--- config.mk ---
export PLATFORM = sky130hd
export DESIGN_NAME = ball_dir_ctrl
export DESIGN_NICKNAME = d
export VERILOG_FILES = /design/src/rtl/ball_dir_ctrl.sv
export SDC_FILE = /design/constraint.sdc
export NUM_CORES = 1
export LEC_CHECK = 0
export ABC_CLOCK_PERIOD_IN_PS = 5250
export CAP_MARGIN = 10
export CORE_ASPECT_RATIO = 0.6
export CORE_UTILIZATION = 51
export DETAILED_ROUTE_END_ITERATION = 16
export GPL_TIMING_DRIVEN = 0
export MAX_ROUTING_LAYER = met4
export PLACE_DENSITY = 0.82
export SYNTH_ARGS = -nofsm -noshare
export SYNTH_HDL_FRONTEND = slang
export SYNTH_SLANG_ARGS = --single-unit
--- constraint.sdc ---
create_clock -name clk -period 5.25 [get_ports clk]
set_input_delay 1.575 -clock clk [delete_from_list [all_inputs] [get_ports clk]]
set_output_delay 1.575 -clock clk [all_outputs]
set_load 0.005 [all_outputs]
--- src/rtl/ball_dir_ctrl.sv ---
// Ball direction controller for the brick-breaker playfield.
// On each movement tick it resolves wall and paddle bounces, asks the brick
// map whether the next position overlaps a live brick, and then issues a
// single move enable carrying the final direction to the position counter.

module ball_dir_ctrl #(
    parameter int SCREEN_W  = 320,
    parameter int SCREEN_H  = 240,
    parameter int BALL_SIZE = 2,
    parameter int PADDLE_Y  = 220,
    parameter int PADDLE_W  = 32
) (
    input  logic       clk,
    input  logic       resetn,
    input  logic       tick,
    input  logic       launch,
    input  logic [9:0] ball_x,
    input  logic [9:0] ball_y,
    input  logic [9:0] paddle_x,
    input  logic       brick_ack,
    input  logic       brick_hit,
    output logic       x_du,
    output logic       y_du,
    output logic       move_en,
    output logic       brick_req,
    output logic [9:0] query_x,
    output logic [9:0] query_y,
    output logic       ball_lost,
    output logic       playing
);

    typedef enum logic [2:0] {
        IDLE,
        PLAY,
        CHECK,
        BRICK,
        MOVE,
        LOST
    } state_t;

    // Geometry limits widened to 11 bits so sums of coordinates never wrap.
    localparam logic [10:0] RIGHT_LIMIT = 11'(SCREEN_W - BALL_SIZE);
    localparam logic [10:0] FLOOR_LIMIT = 11'(SCREEN_H - BALL_SIZE);
    localparam logic [10:0] PADDLE_TOP  = 11'(PADDLE_Y);
    localparam logic [10:0] BALL_EXT    = 11'(BALL_SIZE);
    localparam logic [10:0] PAD_WIDTH   = 11'(PADDLE_W);

    state_t      state;

    logic [10:0] bx;
    logic [10:0] by;
    logic [10:0] px;

    logic        hit_right;
    logic        hit_left;
    logic        hit_top;
    logic        hit_paddle;
    logic        hit_floor;
    logic        next_x;
    logic        next_y;
    logic [9:0]  next_qx;
    logic [9:0]  next_qy;

    assign bx = {1'b0, ball_x};
    assign by = {1'b0, ball_y};
    assign px = {1'b0, paddle_x};

    // Bounce decisions for the current position; X and Y resolve independently so a corner flips both.
    always_comb begin
        hit_right  = x_du && (bx >= RIGHT_LIMIT);
        hit_left   = !x_du && (bx == 11'd0);
        hit_top    = !y_du && (by == 11'd0);
        hit_paddle = y_du && ((by + BALL_EXT) == PADDLE_TOP)
                     && ((bx + BALL_EXT) > px) && (bx < (px + PAD_WIDTH));
        hit_floor  = y_du && (by >= FLOOR_LIMIT) && !hit_paddle;

        next_x = x_du;
        if (hit_right) begin
            next_x = 1'b0;
        end else if (hit_left) begin
            next_x = 1'b1;
        end

        next_y = y_du;
        if (hit_top) begin
            next_y = 1'b1;
        end else if (hit_paddle) begin
            next_y = 1'b0;
        end

        next_qx = next_x ? (ball_x + 10'd1) : (ball_x - 10'd1);
        next_qy = next_y ? (ball_y + 10'd1) : (ball_y - 10'd1);
    end

    // Main control FSM; every output is registered and reset wins over any open handshake.
    always_ff @(posedge clk) begin
        if (!resetn) begin
            state     <= IDLE;
            x_du      <= 1'b1;
            y_du      <= 1'b0;
            move_en   <= 1'b0;
            brick_req <= 1'b0;
            query_x   <= 10'd0;
            query_y   <= 10'd0;
            ball_lost <= 1'b0;
            playing   <= 1'b0;
        end else begin
            move_en   <= 1'b0;
            ball_lost <= 1'b0;
            case (state)
                IDLE: begin
                    if (launch) begin
                        state   <= PLAY;
                        playing <= 1'b1;
                    end
                end
                PLAY: begin
                    if (tick) begin
                        state <= CHECK;
                    end
                end
                CHECK: begin
                    x_du <= next_x;
                    y_du <= next_y;
                    if (hit_floor) begin
                        state     <= LOST;
                        ball_lost <= 1'b1;
                    end else begin
                        state     <= BRICK;
                        brick_req <= 1'b1;
                        query_x   <= next_qx;
                        query_y   <= next_qy;
                    end
                end
                BRICK: begin
                    if (brick_ack) begin
                        brick_req <= 1'b0;
                        move_en   <= 1'b1;
                        state     <= MOVE;
                        if (brick_hit) begin
                            y_du <= ~y_du;
                        end
                    end
                end
                MOVE: begin
                    state <= PLAY;
                end
                LOST: begin
                    x_du    <= 1'b1;
                    y_du    <= 1'b0;
                    playing <= 1'b0;
                    state   <= IDLE;
                end
                default: begin
                    state   <= IDLE;
                    playing <= 1'b0;
                end
            endcase
        end
    end

endmodule
==> summary.txt, run 1 <==
Floorplanning
  • Core Rows: 19
  • Initial Util: 54.9%
  • DIE HEIGHT: 57.3 µm
  • Core ar.: 0.00473 mm²
  • Die ar.: 0.00539 mm²
  • Io pins: 62
  • Die X: 94.1 µm

Layout
  • Post-Layout Cell Count: 467
  • Fin nets: 479
  • Layout filler cell count: 376
  • Final Cell Area: 0.00350 mm²
  • Layout area overhead: 34.8%
  • Final core utilization: 74.0%
  • # diodes: 0
  • Layout cells sized above 1: 12.4%

STA
  • Final setup TNS: 0 ns
  • Final setup fails: 0
  • Min Clock Period, post-route: 5.08 ns
  • Final Max Slew Viols: 0
  • Final worst slack: around 0.17 ns
  • Highest clock rate: 0.197 GHz
  • Final period util: 96.8%
  • Final Hold Vio Count: 0
  • Slew of the pin with the lowest slew margin: roughly 0.7 ns
  • Worst Skew: 0.00549 ns
  • Relative slew slack: roughly 54%

Detailed routing
  • Routed WL: 7570 µm
  • DR iter-0 viols: 256
  • DRT Pass-1 Iters: 5
  • DRC viols: 0
  • Via count: 2751
  • WL/cell: 16.2 µm
  • Antenna viol nets, final: 0
  • Vias per inst: slightly below 6

Synthesis
  • Mean Syn Cell Area: around 7.9 µm²
  • Largest area contributor in the netlist: dfxtp_1
  • Post-synth top cells: 41 x nand2_1, 38 x ha_1, 35 x a21oi_1
  • Post-synth net total: 406
  • Register bit total from synthesis: 29
  • Ys Warns: 0
  • Sequential element share of the synthesized area: 22.4%
  • Number of synthesized flops with an enable pin: 0
  • Netlist cell types: 46
  • Synth Flop Type: dfxtp_1
  • Count leader, synth: nand2_1
  • Mapped cell area: roughly 0.0026 mm²
  • Async SR Flop Fraction: 0%
  • Post-Synthesis Cells: 330
  • Synth area leaders: dfxtp_1 22%, ha_1 18%, a21oi_1 6.7%
  • Top-area cell type share of the netlist area: 22.4%

GRT
  • Vias in the first global route: 2524
  • Largest net degree at the start of global routing: 13
  • First-pass GRT wire length: roughly 12000 µm
  • GRT Resource Usage Total: 29.4%
  • Initial antenna violation count: 0
  • Total gr overflow: 0

CTS
  • CTS root buf: clkbuf_8
  • Worst-skew pair later-pin latency: around 0.28 ns
  • CTS HTree Levels: 2
  • Largest buffer count on any clock path: 2
  • Worst-path clk slew: 0.07 ns
  • Clock sinks: 29
  • CTS Buf Count: 5
  • TritonCTS clock tree: done

Critical path
  • Crit end category: register
  • Flop2flop setup slack: 2.02 ns
  • Critical path class: in2reg
  • Startpoint Class: input pin
  • Worst path max stage delay: approximately 0.68 ns
  • Maximum net fanout on the critical path: 7
  • Crit path top cell by count: o211ai_1
  • Max stage delay cell, worst path: clkdlybuf4s50_1
  • CP Cell Sequence: clkdlybuf4s50_1 -> nand2_1 -> nor2_1 -> xnor2_1 -> ha_1 -> nand2_1 -> nor3_2 -> o21ai_1 -> a41oi_2 -> inv_2 -> buf_4 -> ha_1 -> a21oi_2 -> o211ai_1 -> o41ai_2 -> o21a_1 -> nor2_1 -> o211ai_1 -> o211ai_1
  • Arrival time worst endpoint: 5.24 ns
  • CP required: between 5 and 6 ns

Placement
  • Placed cell count: 453
  • Worst slack, placed: -1.02 ns
  • Cell Area, Placed: 0.00328 mm²
  • Routability cong.: ~0.88
  • Port Buf Inserts: 60
  • Detailed placement HPWL: ~5600 µm

Flow run
  • Max Cap Viol: 0

Pwr
  • Pwr dens: 230 mW/mm²
  • Leakage: 1.40 nW
  • Max VDD drop: 0.192 mV

Hold path
  • HP Class: reg2reg

Status
  • Status: completed
[registers in the layout, summed over array words and instances, names as in the netlist]
| signal | flops |
|---|---|
| query_x | 10 |
| x_du | 1 |
| query_y | 10 |
| brick_req | 1 |
| state | 3 |
| ball_lost | 1 |
| playing | 1 |
| y_du | 1 |
| move_en | 1 |
[through the flow]
| step | hold WS [ns] | power, mW |
|---|---|---|
| CTS | 0.460 | 0.783 |
| floorplan | 0.448 | 0.426 |
| finish | 0.456 | 0.804 |
| detailed placement | 0.443 | 0.534 |
| global placement | 0.443 | 0.527 |
| global route | 0.475 | 0.849 |
[final cells by class]
type / instances / area (µm²) / share of cell area, %
sequential: 29 / 581 / 16.6
clock inverter: 2 / 37.5 / 1.07
clock buffer: 6 / 82.6 / 2.36
multi-input combinational: 270 / 1960 / 56.1
tap: 63 / 78.8 / 2.25
buffer: 8 / 50.0 / 1.43
inverter: 23 / 86.3 / 2.47
timing repair buffer: 66 / 622 / 17.8
[cells by family after synthesis]
| logic type | after synthesis | synth area share (%) |
|---|---|---|
| buffers and inverters | 31 | 5.25 |
| AOI/OAI and AO/OA | 92 | 24.4 |
| adders and majority gates | 40 | 19.8 |
| and+or+nand+nor | 113 | 19.6 |
| muxes | 3 | 1.20 |
| DFF | 29 | 22.4 |
| xor gates and xnor gates | 22 | 7.42 |
[cell usage in the layout (no fill, tap or decap), types with 2 or more instances in the layout]
cell             count
clkdlybuf4s50_1     53
nand2_1             41
ha_1                36
a21oi_1             31
dfxtp_1             29
nor2_1              28
inv_1               21
xnor2_1             18
nand3_1             14
a21o_1              11
o21ai_0              9
nor3_1               8
buf_4                8
nand4_1              6
buf_2                6
clkbuf_8             6
a21oi_2              5
o211ai_1             5
xor2_1               4
a211oi_1             4
a31oi_1              4
and3_1               4
clkbuf_1             4
o21a_1               3
nor4_1               3
o21bai_1             3
or2_2                2
o31ai_1              2
o21ai_1              2
inv_2                2
a211oi_2             2
[path summary, 6_finish.rpt]
| path | from | endpoint | cells after the start |
|---|---|---|---|
| setup / recovery | ball_x[7] | query_y[9]$_SDFFE_PN0P_ | 19 |
| hold reg to reg | query_x[4]$_SDFFE_PN0P_ | query_x[4]$_SDFFE_PN0P_ | 2 |
| setup reg to reg | y_du$_SDFFE_PN0P_ | query_y[9]$_SDFFE_PN0P_ | 14 |
| hold / removal | query_x[4]$_SDFFE_PN0P_ | query_x[4]$_SDFFE_PN0P_ | 2 |
[worst max-delay path, delay by kind of cell]
kind                       cells  cell delay (ns)
xor gates and xnor gates       1             0.09
and+or+nand+nor                5             0.49
AOI/OAI and AO/OA              8             1.53
adders and majority gates      2             0.60
buffers and inverters          3             0.95
[timing repair]
action | in CTS | in global routing
hold buffers | 0 | 0
setup endpoints to repair | 7 | 3
resized for setup | 20 | 25
pin swaps | 1 | 6
cloned | 0 | 0
buffers inserted | 4 | 2
[report_power, final]
part	total, mW	internal [mW]	switching (mW)
clock	0.245	0.154	0.0904
combinational	0.312	0.148	0.164
sequential	0.248	0.235	0.0126
[layer usage]
layer,wire length [µm],global-route usage [%],vias to the layer above
li1,-,-,1341
met1,3690,42.9,1271
met2,3110,41.2,120
met3,642,6.80,19
met4,129,5.71,0
met5,0,-,-
Power figures use the tool's default switching activity.
==> run 2: changes to the inputs <==
Settings changed: GPL_TIMING_DRIVEN 0 to 1.
==> summary.txt, run 2 (synthesis gave the netlist of run 1 again) <==
Floorplanning
  • DIE HEIGHT: 57.3 µm (unchanged)
  • Initial Util: 54.9% (unchanged)
  • Die ar.: 0.00539 mm² (unchanged)
  • Core ar.: 0.00473 mm² (unchanged)
  • Core Rows: 19 (unchanged)
  • Die X: 94.1 µm (unchanged)
  • Io pins: 62 (unchanged)

Hold path
  • HP Class: reg2reg
  • Hold Startpoint: query_y[7]$_SDFFE_PN0P_

Layout
  • Area of the multi-input gates: 0.00193 mm² (-1.8%)
  • Layout cells sized above 1: 14.6% (+2.2 points)
  • # diodes: 0 (unchanged)
  • Layout filler cell count: 325 (-14%)
  • Layout area overhead: 40.7%
  • Fin nets: 499 (+4.2%)
  • Sequential cell area: 581 µm² (unchanged)
  • Largest regs: query_x (10), query_y (10), state (3)
  • Most common cell after layout, fill and taps aside: clkdlybuf4s50_1
  • Most frequent cells in the layout: 57 x clkdlybuf4s50_1, 41 x nand2_1, 38 x ha_1
  • Post-Layout Cell Count: 487 (+4.3%)

GRT
  • GRT Resource Usage Total: 31.2% (+1.7 points)
  • First-pass GRT wire length: 12500 µm (+4.9%)
  • Vias in the first global route: 2664 (+5.5%)
  • Initial antenna violation count: 0 (unchanged)
  • Total gr overflow: 0 (unchanged)
  • Largest net degree at the start of global routing: 23 (+10)

Detailed routing
  • DR iter-0 viols: 275 (+7.4%)
  • Routed WL: 7900 µm (+4.3%)
  • Via count: 2827 (+2.8%)
  • DRT Pass-1 Iters: 5 (unchanged)
  • WL/cell: 16.2 µm (about the same)
  • Vias per inst: 5.80 (-1.5%)
  • DRC viols: 0 (unchanged)
  • Antenna viol nets, final: 0 (unchanged)

Pwr
  • Max VDD drop: 0.231 mV (+21%)
  • Leakage: 1.53 nW (+9.1%)
  • Pwr dens: 225 mW/mm² (-1.9%)

Critical path
  • Crit path top cell by count: a21o_1
  • Startpoint Class: input pin
  • Critical path class: in2reg
  • Max stage delay cell, worst path: clkdlybuf4s50_1
  • Start point of the critical path: ball_x[5]
  • Arrival time worst endpoint: 5.31 ns (+0.07 ns)
  • WP buf/inv: 2 (-1)
  • Maximum net fanout on the critical path: 6 (-1)
  • Reg2reg start: y_du$_SDFFE_PN0P_
  • Worst path max stage delay: 0.48 ns (-0.20 ns)
  • Crit end category: register
  • CP required: 5.39 ns (-0.02 ns)
  • Delay-heaviest family, CP: compound AO/OA/AOI/OAI gates
  • CP Cell Sequence: clkdlybuf4s50_1 -> nand3_1 -> or2_4 -> xnor2_2 -> ha_1 -> nand4_1 -> nor3_2 -> o21ai_1 -> a41oi_2 -> inv_2 -> fa_1 -> a21o_1 -> a21oi_2 -> o21bai_1 -> a21o_1 -> a31oi_2 -> mux2i_1 -> a21oi_1

Placement
  • Port Buf Inserts: 61 (+1.7%)
  • Detailed placement HPWL: 5960 µm (+7.4%)
  • Placed cell count: 478 (+5.5%)
  • Worst slack, placed: -0.313 ns (+0.709 ns)
  • Routability cong.: 0.924 (+5.5%)

CTS
  • Worst-skew pair later-pin latency: 0.28 ns (about the same)
  • TritonCTS clock tree: done
  • CTS HTree Levels: 2 (unchanged)
  • CTS root buf: clkbuf_8
  • Clock sinks: 29 (unchanged)
  • Largest buffer count on any clock path: 2 (unchanged)
  • CTS Buf Count: 5 (unchanged)
  • Hold_buf cts: 0 (unchanged)
  • Worst-path clk slew: 0.07 ns (about the same)

STA
  • Highest clock rate: 0.193 GHz (-1.8%)
  • Final period util: 98.6% (+1.8 points)
  • Worst Skew: 0.00472 ns (-0.000761 ns)
  • Final Max Slew Viols: 0 (unchanged)
  • Final Hold Vio Count: 0 (unchanged)
  • Final worst slack: 0.0735 ns (-0.0951 ns)
  • Final setup TNS: 0 ns (unchanged)
  • Slew of the pin with the lowest slew margin: 0.763 ns (+0.0798 ns)
  • Min Clock Period, post-route: 5.18 ns (+0.0951 ns)
  • Final setup fails: 0 (unchanged)
  • Relative slew slack: 49.1% (-5.4 points)
  • Hold slack: 0.456 ns (+0.000605 ns)

Flow run
  • Max Cap Viol: 0 (unchanged)

Status
  • Status: completed
run 2: changes by cell type in the layout (fill, tap and decap cells not counted), sizes merged:
cell           previous run  this run
clkbuf                   10         6
clkdlybuf4s50            53        57
buf                      15        33
dlymetal6s2s              1         2
dlygate4sd2               1         2
run 2: path summary, 6_finish.rpt:
kind         slack [ns]  cells after the start                      end
max                0.07                     18  query_y[8]$_SDFFE_PN0P_
min                0.46                      2  query_y[7]$_SDFFE_PN0P_
max reg2reg        2.16                     13  query_y[8]$_SDFFE_PN0P_
min reg2reg        0.46                      2  query_y[7]$_SDFFE_PN0P_
run 2: through the flow:
| step | util (%) | area, µm² | power (mW) |
|---|---|---|---|
| floorplan | - | 2600 | 0.426 |
| global placement | 73.5 | 3480 | 0.548 |
| detailed placement | 73.5 | 3480 | 0.556 |
| CTS | 76.1 | 3600 | 0.806 |
| global route | 77.3 | 3650 | 0.863 |
| finish | 77.3 | 3650 | 0.823 |
run 2: layer usage:
layer	GRT usage (%)	share of wire, %	vias to the layer above
li1	-	-	1368
met1	45.3	48	1300
met2	44.8	41	151
met3	5.33	10	8
met4	7.03	0.67	0
met5	-	0	-
run 2: power breakdown:
part | internal (mW) | switching, mW | total (mW)
combinational | 0.160 | 0.162 | 0.322
sequential | 0.235 | 0.0153 | 0.250
clock | 0.154 | 0.0962 | 0.250
total | 0.550 | 0.273 | 0.823
run 2: cell type report:
| cell class | count | share of cell area, % |
|---|---|---|
| Clock buffer | 6 | 2.26 |
| Clock inverter | 2 | 1.03 |
| Tap cell | 63 | 2.16 |
| Multi-Input combinational cell | 270 | 52.8 |
| Inverter | 23 | 2.36 |
| Sequential cell | 29 | 15.9 |
| Timing Repair Buffer | 94 | 23.6 |
run 2: what timing repair did:
| action | 4_1_cts | 5_1_grt |
|---|---|---|
| buffers inserted | 0 | 1 |
| pin swaps | 0 | 3 |
| endpoints found under the setup margin | 3 | 5 |
| hold endpoints to repair | 0 | 0 |
| resized for setup | 4 | 14 |
run 2: worst register-to-register path, stage by stage (launching register included):
cell and delay, ns:
dfxtp_1 0.55, and3_1 0.22, nand4_1 0.11, a211oi_1 0.30
a41oi_2 0.18, inv_2 0.15, ha_1 0.29, a21o_1 0.19
a21oi_2 0.17, o21bai_1 0.08, a21o_1 0.20, a31oi_2 0.17
mux2i_1 0.24, a21oi_1 0.09
==> run 3: changes to the inputs <==
Settings changed: CORE_UTILIZATION 51 to 52, CTS_BUF_LIST from default to sky130_fd_sc_hd__clkbuf_8, PLACE_DENSITY 0.82 to default, PLACE_DENSITY_LB_ADDON from default to 0.15, SLEW_MARGIN from default to 15.
==> summary.txt, run 3 (synthesis gave the netlist of run 1 again) <==
CTS
  • CTS root buf: clkbuf_8
  • CTS Buf Count: 5 (unchanged)
  • Worst-skew pair later-pin latency: 0.28 ns (about the same)
  • CTS HTree Levels: 2 (unchanged)
  • Largest buffer count on any clock path: 2 (unchanged)
  • Worst-path clk slew: 0.06 ns (about the same)
  • Clock sinks: 29 (unchanged)
  • TritonCTS clock tree: done

Critical path
  • Crit end category: register
  • Reg2reg start: y_du$_SDFFE_PN0P_
  • Flop2flop setup slack: 2.27 ns (+0.11 ns)
  • Critical path class: in2reg
  • FF-to-FF path depth: 13 (unchanged)
  • Start point of the critical path: ball_x[4]
  • Arrival time worst endpoint: 5.22 ns (-0.09 ns)
  • CP required: 5.38 ns (about the same)
  • Maximum net fanout on the critical path: 6 (unchanged)
  • Startpoint Class: input pin
  • Worst r2r dst: query_y[8]$_SDFFE_PN0P_

GRT
  • Total gr overflow: 0 (unchanged)
  • Initial antenna violation count: 0 (unchanged)
  • First-pass GRT wire length: 11700 µm (-6.4%)
  • Largest net degree at the start of global routing: 23 (unchanged)
  • GRT Resource Usage Total: 29.1% (-2.1 points)
  • Vias in the first global route: 2457 (-7.8%)

STA
  • RSZ-0062 raised after global routing: no
  • Hold slack: 0.455 ns (-0.000909 ns)
  • Final setup fails: 0 (unchanged)
  • Min Clock Period, post-route: 5.09 ns (-0.0864 ns)
  • Final period util: 97.0% (-1.6 points)
  • Final Max Slew Viols: 0 (unchanged)
  • Final setup TNS: 0 ns (unchanged)
  • Worst Skew: 0.00349 ns (-0.00123 ns)
  • Final Hold Vio Count: 0 (unchanged)
  • Relative slew slack: 49.0% (-0.076 points)
  • Highest clock rate: 0.196 GHz (+1.7%)
  • Slew of the pin with the lowest slew margin: 0.764 ns (+0.00114 ns)

Floorplanning
  • Initial Util: 55.5% (+0.56 points)
  • Core ar.: 0.00468 mm² (-1.0%)
  • Io pins: 62 (unchanged)
  • DIE HEIGHT: 56.7 µm (-0.93%)
  • Die X: 93.2 µm (-0.95%)
  • Die ar.: 0.00529 mm² (-1.9%)
  • Core Rows: 19 (unchanged)

Layout
  • Layout cells sized above 1: 15.7% (+1.0 points)
  • Final Cell Area: 0.00370 mm² (+1.2%)
  • Layout filler cell count: 311 (-4.3%)
  • Largest regs: query_x (10), query_y (10), state (3)
  • Most frequent cells in the layout: 60 x clkdlybuf4s50_1, 41 x nand2_1, 37 x ha_1, 37 x buf_4, 32 x a21oi_1
  • Post-Layout Cell Count: 491 (+0.82%)
  • Final core utilization: 79.0% (+1.7 points)
  • Most common cell after layout, fill and taps aside: clkdlybuf4s50_1
  • # diodes: 0 (unchanged)
  • Fin nets: 503 (+0.80%)
  • Layout area overhead: 42.4%

Placement
  • Placed cell count: 483 (+1.0%)
  • Cell Area, Placed: 0.00351 mm² (+1.1%)
  • Routability cong.: 0.900 (-2.5%)
  • Detailed placement HPWL: 5810 µm (-2.5%)
  • Port Buf Inserts: 61 (unchanged)

Hold path
  • HP Class: reg2reg
  • WHS Path Cells: 2 (unchanged)
  • Hold Crit Endpoint: query_x[3]$_SDFFE_PN0P_
  • Hold Startpoint: query_x[3]$_SDFFE_PN0P_

Pwr
  • Max VDD drop: 0.200 mV (-14%)
  • Leakage: 1.54 nW (+0.66%)
  • Pwr dens: 229 mW/mm² (+1.6%)

Detailed routing
  • Vias per inst: 5.67 (-2.3%)
  • Antenna viol nets, final: 0 (unchanged)
  • DRT Pass-1 Iters: 4 (-1)
  • WL/cell: 15.0 µm (-7.5%)
  • Routed WL: 7360 µm (-6.8%)
  • DRC viols: 0 (unchanged)
  • Via count: 2785 (-1.5%)
  • DR iter-0 viols: 172 (-37%)

Status
  • Status: completed

Flow run
  • Max Cap Viol: 0 (unchanged)
-- run 3: changes by cell type in the layout (fill, tap and decap cells not counted), moves of 2 or more --
| cell | previous run | this run |
|---|---|---|
| buf_4 | 33 | 37 |
| o21ai_1 | 4 | 2 |
| dlygate4sd2_1 | 2 | 0 |
| o21ai_0 | 7 | 9 |
| clkdlybuf4s50_1 | 57 | 60 |
-- run 3: worst max path at each step --
stage,slack (ns),cells past startpoint,endpoint
after global routing,0.006,19,query_y[8]$_SDFFE_PN0P_
after global placement,-0.16,20,query_y[8]$_SDFFE_PN0P_
after CTS,0.04,20,query_y[8]$_SDFFE_PN0P_
after floorplan,0.40,19,query_y[8]$_SDFFE_PN0P_
final,0.16,19,query_y[8]$_SDFFE_PN0P_
after detailed placement,-0.37,20,query_y[8]$_SDFFE_PN0P_
-- run 3: layout make-up --
class	count	area (µm²)	share of cell area, %
clock buffers	5	68.8	1.86
clock inverters	3	65.1	1.76
inverters	23	86.3	2.33
multi-input cells	270	1930	52.1
flip-flops and latches	29	581	15.7
well taps	63	78.8	2.13
repair buffers	98	891	24.1
-- run 3: stage by stage --
stage,setup slack [ns],total power [mW]
after floorplan,0.400,0.426
after global placement,-0.156,0.552
after detailed placement,-0.369,0.561
after CTS,0.0430,0.838
after global routing,0.00553,0.893
final,0.160,0.846
-- run 3: worst max-delay path, cell delays in order --
cell and delay [ns]:
clkdlybuf4s50_1 0.53, nand2_1 0.08, or2_2 0.35, xnor2_1 0.15
ha_1 0.29, nand4_1 0.14, a21oi_2 0.13, o221ai_1 0.13
a21oi_1 0.16, a41oi_2 0.14, inv_2 0.14, ha_1 0.28
a21o_1 0.19, a21oi_2 0.15, o21bai_1 0.08, a21o_1 0.19
a31oi_1 0.22, mux2i_1 0.21, a21oi_1 0.08
-- run 3: timing repair --
item / CTS / global route
setup endpoints to repair: 4 / 4
hold buffers: 0 / 0
pin swaps: 1 / 5
setup buffers: 0 / 0
resized for setup: 2 / 12
-- run 3: where the power goes --
group          internal [mW]  switching (mW)
combinational          0.164           0.158
clock                  0.188          0.0863
sequential             0.235          0.0144
total                  0.587           0.259
-- run 3: layer usage --
layer  share of wire, %  global-route usage, %
met1                 50                   42.6
met3                8.3                   7.32
met5                  0                      -
met4               0.42                   3.52
met2                 41                   41.1
